$ cat config.mk
export PLATFORM = sky130hd
export DESIGN_NAME = fifo_pkt_drain
export DESIGN_NICKNAME = d
export VERILOG_FILES = /design/src/rtl/fifo_pkt_drain.sv
export SDC_FILE = /design/constraint.sdc
export NUM_CORES = 1
export LEC_CHECK = 0
export ABC_AREA = 1
export BUFFER_PORTS_ARGS = -buffer_cell sky130_fd_sc_hd__buf_2
export CAP_MARGIN = 10
export CORE_MARGIN = 2
export CORE_UTILIZATION = 40
export CTS_BUF_LIST = sky130_fd_sc_hd__clkbuf_2 sky130_fd_sc_hd__clkbuf_4 sky130_fd_sc_hd__clkbuf_8
export DETAILED_ROUTE_END_ITERATION = 12
export PLACE_DENSITY_LB_ADDON = 0.2
export SYNTH_ARGS = -nofsm -noshare
export SYNTH_HDL_FRONTEND = slang
export SYNTH_SLANG_ARGS = --single-unit
$ cat constraint.sdc
create_clock -name clk -period 1.8 [get_ports clk]
set_clock_uncertainty 0.1 [all_clocks]
set_input_delay 0.36 -clock clk [delete_from_list [all_inputs] [get_ports clk]]
set_output_delay 0.36 -clock clk [all_outputs]
set_load 0.01 [all_outputs]
$ cat src/rtl/fifo_pkt_drain.sv
// Drains a show-ahead FIFO onto a valid/ready stream as fixed-length sop/eop packets, with an idle gap after each packet.
// Optional macro FIFO_PKT_DRAIN_PARITY_EN adds the out_parity output.
module fifo_pkt_drain #(
    parameter int FIFO_WIDTH = 2,
    parameter int PKT_LEN    = 4,
    parameter int GAP_CYCLES = 2,
    parameter int CNT_WIDTH  = 16
) (
    input  logic                  clk,
    input  logic                  reset,
    input  logic                  enable,
    input  logic                  fifo_empty,
    input  logic [FIFO_WIDTH-1:0] fifo_rd_data,
    output logic                  fifo_rd_en,
    output logic                  out_valid,
    input  logic                  out_ready,
    output logic [FIFO_WIDTH-1:0] out_data,
    output logic                  out_sop,
    output logic                  out_eop,
    output logic                  busy,
    output logic [CNT_WIDTH-1:0]  words_sent
`ifdef FIFO_PKT_DRAIN_PARITY_EN
   ,output logic                  out_parity
`endif
);
    // state  | meaning
    // IDLE   | between packets; a pop here (enable=1) starts a packet
    // STREAM | inside a packet; pops continue regardless of enable
    // GAP    | forced idle after the eop word, gap_cnt counts down to 0

    localparam int WW = (PKT_LEN > 1) ? $clog2(PKT_LEN) : 1;
    localparam int GW = (GAP_CYCLES > 1) ? $clog2(GAP_CYCLES) : 1;
    localparam logic [WW-1:0] WORD_LAST = WW'(PKT_LEN - 1);
    localparam logic [GW-1:0] GAP_LOAD  = GW'((GAP_CYCLES > 0) ? GAP_CYCLES - 1 : 0);
    localparam logic [CNT_WIDTH-1:0] CNT_MAX = '1;

    typedef enum logic [1:0] {IDLE, STREAM, GAP} state_t;

    state_t          state;
    logic [WW-1:0]   word_cnt;
    logic [GW-1:0]   gap_cnt;
    logic            space;
    logic            pop;
    logic            last_word;

    assign space      = !out_valid || out_ready;
    assign pop        = reset && !fifo_empty && space &&
                        ((state == STREAM) || ((state == IDLE) && enable));
    assign fifo_rd_en = pop;
    assign last_word  = (word_cnt == WORD_LAST);
    assign busy       = (state != IDLE) || out_valid;

    always_ff @(posedge clk or negedge reset) begin
        if (!reset) begin
            state      <= IDLE;
            word_cnt   <= '0;
            gap_cnt    <= '0;
            out_valid  <= 1'b0;
            out_data   <= '0;
            out_sop    <= 1'b0;
            out_eop    <= 1'b0;
            words_sent <= '0;
`ifdef FIFO_PKT_DRAIN_PARITY_EN
            out_parity <= 1'b0;
`endif
        end else begin
            if (out_valid && out_ready && (words_sent != CNT_MAX))
                words_sent <= words_sent + CNT_WIDTH'(1);

            if (pop) begin
                out_data  <= fifo_rd_data;
                out_valid <= 1'b1;
                out_sop   <= (word_cnt == '0);
                out_eop   <= last_word;
`ifdef FIFO_PKT_DRAIN_PARITY_EN
                out_parity <= ^fifo_rd_data;
`endif
                if (last_word) begin
                    word_cnt <= '0;
                    if (GAP_CYCLES > 0) begin
                        state   <= GAP;
                        gap_cnt <= GAP_LOAD;
                    end else begin
                        state <= IDLE;
                    end
                end else begin
                    word_cnt <= word_cnt + WW'(1);
                    state    <= STREAM;
                end
            end else begin
                // Flags and data deliberately hold when the word drains.
                if (out_valid && out_ready)
                    out_valid <= 1'b0;
                if (state == GAP) begin
                    if (gap_cnt == '0)
                        state <= IDLE;
                    else
                        gap_cnt <= gap_cnt - GW'(1);
                end
            end
        end
    end

endmodule

==> metrics.cfg <==
[outcome]
status=finished clean

[setup_path]
rr_worst_depth=6
cp.required_ns=1.34
crit_path_start_kind=flip-flop
critPathKind=reg -> out
crit_arrival_ns=1.23
endpoint_kind=output port
critPathMaxFanout=3

[floorplanning]
dieArea_um2=4110
core_area_um2=3390
start_util=0.426
dieHeight_um=64.1
io_pins=30
die_x_um=64.1
num_rows=21

[cells_and_area]
diodes=0
instances_no_fill=279
final_area_um2=1730
drive_gt1_frac=0.215
postLayoutCoreUtil=0.509
area_delta_synth_final_pct=19.6
final_net_count=244
fillCellCount=340

[global_route]
track_usage=0.159
grt_max_degree=27
overflow=0
grt_pass1_wl_um=5150
grt_pass1_vias=1116
antenna_found_initial=0

[yosys]
synth_area_leaders=dfrtp_1, nand2_1, inv_1
yosysUniqueCellTypes=19
ys.flop_type=dfrtp_1
synth_nets=207
syn_avg_cell_area_um2=7.33
ys_ff_latch=26
synth-edff-count=0
ys_seq_area_frac=0.451
synth_top_cell_area_share=0.451
synth.most_common_cell=nand2_1
synthTopCellsByCount=nand2_1, dfrtp_1, inv_1
synth_warnings=0
syn_inst=197
synthArstFlopShare=1.00
synth_area_leader_cell=dfrtp_1
synth_area_um2=1440

[routing]
drc=0
vias_per_cell=4.62
routed_wirelength_um=2970
drtIter0Drc=40
dr.pass1.iters=5
ant_nets=0
dr_total_vias=1288
avgRoutedWirePerCell_um=10.7

[clocking]
cts.sinks=26
cts_tree=built
clock-root-buffer=clkbuf_4
htree_levels=1
clockBufferDepth=2
cts.reportedPaths.clkPinSlew_ns=0.16
postCtsSetupRepairBufs=0
numCtsBuffers=3
insertion_delay_ns=0.33

[timing]
rsz0062_at_grt=no
timing.final.ws_setup_ns=0.105
hold_viol=0
timing.setup.tns_ns=0
slew_violations=0
worst_pin_slew_ns=0.343
fin_crit_sh=0.942
fmax_mhz=590
setup-violations-final=0
min_period_ns=1.69
max_slew_margin=0.771
worst_hold_slack_ns=0.121

[pwr]
power.leakage_nw=0.921
pwr-share-clk=0.214
power_density_nw_per_um2=1130
power.switching_mw=0.709
fin_total_pwr_mw=1.94
intPower_mw=1.23
switching_share=0.365
p_comb_frac=0.327
pwr-share-seq=0.459
peakVddDrop_mv=0.633

[hold_path]
whs_path_depth=3
holdCritPathClass=in -> reg

[placed_design]
placed_cell_area_um2=1650
numPlacedInstances=274
pre_cts_ws_ns=0.0346
port_buffers=29
gp_congestion=0.820
post-dp-hpwl_um=2240

[run]
maxCapViolations=0

==> worst max-delay path: stages (launching register included) <==
cell and delay (ns):
dfrtp_1 0.42, inv_2 0.07, nand3_2 0.06, nor3_2 0.19, buf_2 0.16
==> power groups by stage <==
stage                     clock [mW]  combinational [mW]  sequential [mW]
after floorplan                    0               0.342            0.945
after global placement             0               0.631            0.903
after detailed placement           0               0.640            0.900
after CTS                      0.430               0.640            0.893
after global routing           0.457               0.722            0.920
final                          0.415               0.635            0.892
==> cells in the final DEF (no fill, tap or decap) <==
master         instances
o21ai_0               10
inv_2                  2
inv_1                 20
buf_2                 29
nor2_1                17
o21ai_1                1
xor2_1                 1
nand2_1               88
nor2_4                 2
dfrtp_1               26
nand4_2                1
nor2_2                 2
xnor2_1                6
nand3_2                1
nand3_1                6
buf_4                  4
ha_1                   3
nor3_2                 1
o21ai_2                1
nand2_2                3
nand4_1                4
bufinv_16              1
clkbuf_4               3
dlygate4sd3_1          1
==> worst paths after layout <==
kind,from,to,slack (ns)
max,state[1]$_DFFE_PN0P_,fifo_rd_en,0.11
min,fifo_rd_data[1],out_data[1]$_DFFE_PN0P_,0.12
max reg2reg,words_sent[1]$_DFFE_PN0P_,words_sent[2]$_DFFE_PN0P_,0.24
min reg2reg,out_eop$_DFFE_PN0P_,out_eop$_DFFE_PN0P_,0.39
max in group asynchronous,reset,words_sent[12]$_DFFE_PN0P_,0.84
min in group asynchronous,reset,words_sent[10]$_DFFE_PN0P_,0.49
==> per-layer routing <==
metal  part of all wire  wire length (µm)  track usage
met5                  0                 0            0
met4             0.0057                17       0.0326
met3              0.042               124       0.0335
met2               0.47              1390        0.266
met1               0.49              1440        0.213
==> area by class of cell <==
type	count	area, µm²	share of cell area
multi-input cells	147	698	0.404
clock buffers	3	22.5	0.0130
inverters	22	82.6	0.0478
well taps	46	57.6	0.0333
clock inverters	1	30.0	0.0174
flip-flops and latches	26	651	0.377
repair buffers	34	185	0.107
==> cells by family after synthesis <==
kind of cell | Yosys count | synth area share
adder cells (fa/ha/maj) | 3 | 0.0260
AO/OA/AOI/OAI | 12 | 0.0442
buffers and inverters | 24 | 0.0728
AND/OR/NAND/NOR | 125 | 0.364
flip-flops | 26 | 0.451
XOR/XNOR | 7 | 0.0425
==> flip-flops by register name, summed over array words and instances (netlist names) <==
| register | count |
|---|---|
| out_data | 2 |
| words_sent | 16 |
| out_sop | 1 |
| word_cnt | 2 |
| state | 2 |
| out_valid | 1 |
| gap_cnt | 1 |
| out_eop | 1 |
==> repair_timing <==
item / CTS / global route
endpoints found under the hold margin: 26 / 0
gates resized for setup: 0 / 3
setup endpoints to repair: 0 / 13
hold buffers: 1 / 0
Power figures use the tool's default switching activity.
